$ cat config.mk
export PLATFORM = sky130hd
export DESIGN_NAME = rca_wb_control_flat
export DESIGN_NICKNAME = d
export VERILOG_FILES = /design/src/rtl/rca_wb_control_if.sv /design/src/rtl/rca_wb_control.sv /design/src/flat_wrapper.sv
export SDC_FILE = /design/constraint.sdc
export NUM_CORES = 1
export LEC_CHECK = 0
export ABC_CLOCK_PERIOD_IN_PS = 2000
export BUFFER_PORTS_ARGS = -buffer_cell sky130_fd_sc_hd__buf_2
export CAP_MARGIN = 20
export CORE_MARGIN = 3
export CORE_UTILIZATION = 46
export CTS_BUF_LIST = sky130_fd_sc_hd__clkbuf_8
export DETAILED_ROUTE_END_ITERATION = 7
export PLACE_DENSITY_LB_ADDON = 0.3
export SLEW_MARGIN = 15
export SYNTH_ARGS = -nofsm -noshare
export SYNTH_HDL_FRONTEND = slang
export SYNTH_SLANG_ARGS = --single-unit
export TNS_END_PERCENT = 1
$ cat constraint.sdc
create_clock -name clk -period 2 [get_ports clk]
set_input_delay 0.4 -clock clk [delete_from_list [all_inputs] [get_ports clk]]
set_output_delay 0.4 -clock clk [all_outputs]
set_load 0.005 [all_outputs]
$ cat src/rtl/rca_wb_control_if.sv
// Core writeback handshake between the RCA writeback controller and the core.
// The controller presents a result with wb_done. The core accepts it with wb_ack.
interface rca_wb_control_if #(
  parameter int XLEN     = 32,
  parameter int ID_WIDTH = 3
);
  logic                wb_done;
  logic [XLEN-1:0]     wb_rd;
  logic [ID_WIDTH-1:0] wb_id_out;
  logic                wb_ack;
  logic                wb_committing;

  modport master (output wb_done, wb_rd, wb_id_out, wb_committing, input wb_ack);
  modport slave  (input wb_done, wb_rd, wb_id_out, wb_committing, output wb_ack);
endinterface

$ cat src/rtl/rca_wb_control.sv
// RCA writeback controller: pairs each result from the running RCA's output FIFO with
// the head of the in-order ID FIFO, hands it to writeback, and forwards feedback results.
module rca_wb_control #(
  parameter int  XLEN        = 32,
  parameter int  NUM_RCAS    = 4,
  parameter int  ID_WIDTH    = 3,
  parameter int  COUNT_WIDTH = 16,
  localparam int SEL_WIDTH   = (NUM_RCAS > 1) ? $clog2(NUM_RCAS) : 1
) (
  input  logic                           clk,
  input  logic                           rst,
  input  logic [SEL_WIDTH-1:0]           currently_running_rca,
  input  logic                           clear_fifos,
  input  logic                           fifo_populated,
  input  logic [ID_WIDTH-1:0]            wb_id,
  input  logic                           wb_fb_instr,
  input  logic [NUM_RCAS-1:0]            result_valid,
  input  logic [NUM_RCAS-1:0][XLEN-1:0]  result_data,
  output logic [NUM_RCAS-1:0]            result_pop,
  rca_wb_control_if.master               wb,
  output logic                           fb_valid,
  output logic [XLEN-1:0]                fb_data,
  output logic                           orphan_result,
  output logic [COUNT_WIDTH-1:0]         commit_count
);

  typedef enum logic {IDLE, WB_PENDING} state_t;

  state_t              state_q, state_d;
  logic                capture, orphan_seen;
  logic                sel_valid;
  logic [XLEN-1:0]     sel_data;
  logic [XLEN-1:0]     pending_data;
  logic [ID_WIDTH-1:0] pending_id;
  logic                pending_fb;

  assign sel_valid = result_valid[currently_running_rca];
  assign sel_data  = result_data[currently_running_rca];

  // NOTE: every output of this block gets a default first, so no path leaves one unassigned and no latch is inferred.
  always_comb begin
    state_d          = state_q;
    capture          = 1'b0;
    orphan_seen      = 1'b0;
    result_pop       = '0;
    wb.wb_committing = 1'b0;
    case (state_q)
      IDLE: begin
        // Gating with rst keeps pop and commit quiet while reset is held.
        if (rst && sel_valid && !clear_fifos) begin
          if (fifo_populated) begin
            capture                           = 1'b1;
            result_pop[currently_running_rca] = 1'b1;
            state_d                           = WB_PENDING;
          end else begin
            orphan_seen = 1'b1;
          end
        end
      end
      WB_PENDING: begin
        if (rst && wb.wb_ack) begin
          wb.wb_committing = 1'b1;
          state_d          = IDLE;
        end
      end
      default: state_d = IDLE;
    endcase
  end

  // NOTE: state is updated with non-blocking assignments only, so every register samples pre-edge values.
  always_ff @(posedge clk or negedge rst) begin
    if (!rst) begin
      state_q       <= IDLE;
      // NOTE: the pending result registers are a single entry, so they are reset as well; a mid-operation reset drops the result.
      pending_data  <= '0;
      pending_id    <= '0;
      pending_fb    <= 1'b0;
      fb_valid      <= 1'b0;
      fb_data       <= '0;
      orphan_result <= 1'b0;
      commit_count  <= '0;
    end else begin
      state_q <= state_d;
      if (capture) begin
        pending_data <= sel_data;
        pending_id   <= wb_id;
        pending_fb   <= wb_fb_instr;
      end
      fb_valid <= wb.wb_committing && pending_fb;
      if (wb.wb_committing && pending_fb) fb_data <= pending_data;
      if (orphan_seen) orphan_result <= 1'b1;
      if (wb.wb_committing) commit_count <= commit_count + COUNT_WIDTH'(1);
    end
  end

  // wb_done comes straight from the state register, so it is glitch-free.
  assign wb.wb_done   = (state_q == WB_PENDING);
  assign wb.wb_rd     = pending_data;
  assign wb.wb_id_out = pending_id;

endmodule

$ cat src/flat_wrapper.sv
// flat-port wrapper written by rule: the top's interface ports become plain ports
module rca_wb_control_flat 
#(
  parameter int  XLEN        = 32,
  parameter int  NUM_RCAS    = 4,
  parameter int  ID_WIDTH    = 3,
  parameter int  COUNT_WIDTH = 16,
  localparam int SEL_WIDTH   = (NUM_RCAS > 1) ? $clog2(NUM_RCAS) : 1
)
  (clk, rst, currently_running_rca, clear_fifos, fifo_populated, wb_id, wb_fb_instr, result_valid, result_data, result_pop, fb_valid, fb_data, orphan_result, commit_count, wb_wb_done, wb_wb_rd, wb_wb_id_out, wb_wb_committing, wb_wb_ack);
  rca_wb_control_if #(.XLEN(XLEN), .ID_WIDTH(ID_WIDTH)) wb_i ();
  input  logic clk;
  input  logic rst;
  input  logic [SEL_WIDTH-1:0] currently_running_rca;
  input  logic clear_fifos;
  input  logic fifo_populated;
  input  logic [ID_WIDTH-1:0] wb_id;
  input  logic wb_fb_instr;
  input  logic [NUM_RCAS-1:0] result_valid;
  input  logic [NUM_RCAS-1:0][XLEN-1:0] result_data;
  output logic [NUM_RCAS-1:0] result_pop;
  output logic fb_valid;
  output logic [XLEN-1:0] fb_data;
  output logic orphan_result;
  output logic [COUNT_WIDTH-1:0] commit_count;
  output wire logic [$bits(wb_i.wb_done)-1:0] wb_wb_done;
  output wire logic [$bits(wb_i.wb_rd)-1:0] wb_wb_rd;
  output wire logic [$bits(wb_i.wb_id_out)-1:0] wb_wb_id_out;
  output wire logic [$bits(wb_i.wb_committing)-1:0] wb_wb_committing;
  input wire logic [$bits(wb_i.wb_ack)-1:0] wb_wb_ack;
  assign wb_wb_done = wb_i.wb_done;
  assign wb_wb_rd = wb_i.wb_rd;
  assign wb_wb_id_out = wb_i.wb_id_out;
  assign wb_wb_committing = wb_i.wb_committing;
  assign wb_i.wb_ack = wb_wb_ack;
  rca_wb_control #(.XLEN(XLEN), .NUM_RCAS(NUM_RCAS), .ID_WIDTH(ID_WIDTH), .COUNT_WIDTH(COUNT_WIDTH)) u_core (.clk(clk), .rst(rst), .currently_running_rca(currently_running_rca), .clear_fifos(clear_fifos), .fifo_populated(fifo_populated), .wb_id(wb_id), .wb_fb_instr(wb_fb_instr), .result_valid(result_valid), .result_data(result_data), .result_pop(result_pop), .wb(wb_i), .fb_valid(fb_valid), .fb_data(fb_data), .orphan_result(orphan_result), .commit_count(commit_count));
endmodule
==> results.ini <==
[logic_synthesis]
synth_cell_type_count=27
synth.top_cell.area_share_pct=50.7
netlist_area_um2=4300
synth_seq_area_share_pct=50.7
ys_ff_latch=87
synth_edf_count=0
synth.area.top_cells=dfrtp_1 (51%), mux4_2 (17%), mux2_2 (10%), mux2_4 (10%), xnor2_1 (2.7%)
async_flop_share_pct=100
synth_top_area_cell=dfrtp_1
synth_common_cells=dfrtp_1 (87), mux2_2 (40), mux4_2 (32)
syn_nets=407
syn_avg_cell_area_um2=16.3
yosysMostFrequentCell=dfrtp_1
synth-main-ff-cell=dfrtp_1
yosys_warnings=0
syn-instance-count=263

[floorplan]
die_h_um=103
io_pins=234
start_util_pct=48.3
dieWidth_um=103
core_region_area_um2=8890
rows=34
dieArea_um2=10500

[setup_path]
endpoint=result_pop[0]
r2r_end=u_core.fb_data[29]$_DFFE_PN0P_
slowest_delay_ns=0.42
reg2reg_slack_ns=0.43
critPathMostFrequentCell=buf_2
rr_startpoint=u_core.wb.wb_done$_DFF_PN0_
crit_slowest_cell=or3b_4
crit_chain=buf_2 -> or3b_4 -> or2_2 -> nor3_2 -> buf_2
critPathRequiredTime_ns=1.60
path_class=input port to primary output
crit_arrival_ns=1.53
startpoint=currently_running_rca[0]
critPathLaunchType=input port
reg2reg_depth=5
cp-end-kind=primary output
crit_fanout=4

[power_and_ir_drop]
combPwrFrac_pct=34.6
swShare_pct=30.0
irDropWorstVdd_mv=0.466
p_leak_nw=3.11
p_seq_share_pct=45.1
p_int_mw=4.73
p_per_area_nw_per_um2=1150
power.switching_mw=2.02
clkPwrFrac_pct=20.3

[clock_network]
clock_sinks=87
post_cts_buffers=0
htreeDepth=3
clk_pin_slew_worst_paths_ns=0.09
cts_made_buffers=9
cts_tree=yes
cts_root_buf=clkbuf_8
clk_path_buf_depth=2
clock_latency_ns=0.35

[sta]
hold-worst-slack_ns=0.274
setup_viol=0
slew_violations=0
tightest_slew_ns=0.591
fin_skew_ns=0.0122
layout_min_cycle_time_ns=1.93
finalHoldViolCount=0
timing.fmax_mhz=519
setup_tns_ns=0
relSlewSlack_pct=60.6
rsz0062_at_grt=no
min_period_over_period_pct=96.4

[route]
num_vias=3216
finalWirelength_um=10900
via_per_inst=5.20
wl_per_cell_um=17.6
drt-pass1-iter-count=4
drc=0
drt_iter0_markers=49
drtAntennaViolNets=0

[outcome]
status=completed

[final_layout]
post-route-cell-area_um2=5870
fillers=719
drive_gt1_share_pct=72.4
num_antenna_cells=0
area_growth_pct=36.8
multi_input_area_um2=2020
finalNetCount=650
post-route-util_pct=66.1
regArea_um2=2180

[worst_hold_path]
holdCritPathClass=input port to asynchronous set/reset pin

[global_routing]
grtUsageTotal_pct=20.5
grt_max_degree=50
first_global_vias=3335
grt_overflow=0
grt_antenna_before_repair=0
grt_pass1_wl_um=16400

[run]
max-cap-violations=0

[placement]
gp_congestion=0.864
place_hpwl_um=8610
dpl_cell_area_um2=5640
port_buffers=233

-- worst min-delay path by stage --
| stage | start | to | slack [ns] | depth (start not counted) |
|---|---|---|---|---|
| after detailed placement | u_core.commit_count[15]$_DFFE_PN0P_ | u_core.commit_count[15]$_DFFE_PN0P_ | 0.47 | 1 |
| after CTS | wb_id[0] | u_core.wb.wb_id_out[0]$_DFFE_PN0P_ | 0.26 | 2 |
| after global routing | wb_id[0] | u_core.wb.wb_id_out[0]$_DFFE_PN0P_ | 0.27 | 2 |
| final | rst | u_core.orphan_result$_DFFE_PN0P_ | 0.27 | 3 |
| after floorplan | rst | u_core.commit_count[0]$_DFFE_PN0P_ | 0.10 | 0 |
| after global placement | u_core.commit_count[15]$_DFFE_PN0P_ | u_core.commit_count[15]$_DFFE_PN0P_ | 0.46 | 1 |
-- repair_timing --
| action | in CTS | in global routing |
|---|---|---|
| gates resized for setup | 0 | 1 |
| endpoints found under the setup margin | 0 | 1 |
| hold buffers | 0 | 0 |
-- area by class of cell --
cell class | count | share of cell area, %
Timing Repair Buffer | 246 | 22.2
Clock buffer | 9 | 2.11
Inverter | 3 | 0.192
Multi-Input combinational cell | 159 | 34.4
Clock inverter | 7 | 1.75
Tap cell | 108 | 2.30
Sequential cell | 87 | 37.1
-- cells by family after synthesis --
logic type	after synthesis	share of synthesized area [%]
muxes	103	38.0
DFF	87	50.7
and+or+nand+nor	37	4.66
buffers and inverters	17	2.39
xor gates and xnor gates	15	3.06
AOI/OAI and AO/OA	3	0.932
adders and majority gates	1	0.291
-- flip-flops by register name (all words and copies together) (netlist names) --
name                  flops
u_core.fb_data           32
u_core.wb.wb_rd          32
u_core.commit_count      16
u_core.wb.wb_id_out       3
u_core.fb_valid           1
u_core.orphan_result      1
u_core.pending_fb         1
u_core.wb.wb_done         1
-- layout by cell type, fill, tap and decap left out, types with 2 or more instances in the layout --
| cell type | instances |
|---|---|
| inv_6 | 3 |
| nand4_1 | 4 |
| nor2_1 | 5 |
| bufinv_16 | 2 |
| buf_2 | 232 |
| xnor2_1 | 13 |
| buf_12 | 3 |
| mux2_2 | 40 |
| inv_1 | 3 |
| mux4_2 | 32 |
| mux2_4 | 30 |
| xor2_1 | 2 |
| and3_1 | 3 |
| nand2_1 | 7 |
| nand3_1 | 7 |
| nor3_1 | 3 |
| or2_2 | 2 |
| buf_4 | 11 |
| dfrtp_1 | 87 |
| clkbuf_8 | 9 |
-- through the flow --
step / std cells / setup WS [ns] / power, mW
CTS: 619 / 0.0444 / 6.85
detailed placement: 603 / 0.0450 / 5.46
finish: 619 / 0.0720 / 6.75
floorplan: 263 / 0.174 / 4.19
global route: 619 / 0.0347 / 7.18
global placement: 603 / 0.0552 / 5.36
-- power groups by stage --
stage,sequential [mW],combinational [mW],clock [mW]
2_1_floorplan,3.06,1.13,0
3_3_place_gp,3.05,2.30,0
3_5_place_dp,3.09,2.38,0
4_1_cts,3.06,2.38,1.41
5_1_grt,3.16,2.54,1.47
6_report,3.05,2.33,1.37
-- per-layer routing --
| metal | up-vias | global-route usage [%] | part of all wire (%) | wire length [um] |
|---|---|---|---|---|
| li1 | 1473 | - | - | - |
| met1 | 1566 | 23.9 | 39 | 4250 |
| met2 | 160 | 36.9 | 52 | 5610 |
| met3 | 17 | 4.26 | 7.6 | 827 |
| met4 | 0 | 7.67 | 1.8 | 198 |
| met5 | - | 0 | 0 | 0 |
-- critical path, delay by kind of cell --
family	cells	cell delay (ns)
buf+inv	2	0.26
simple gates	3	0.86
Power figures use the tool's default switching activity.
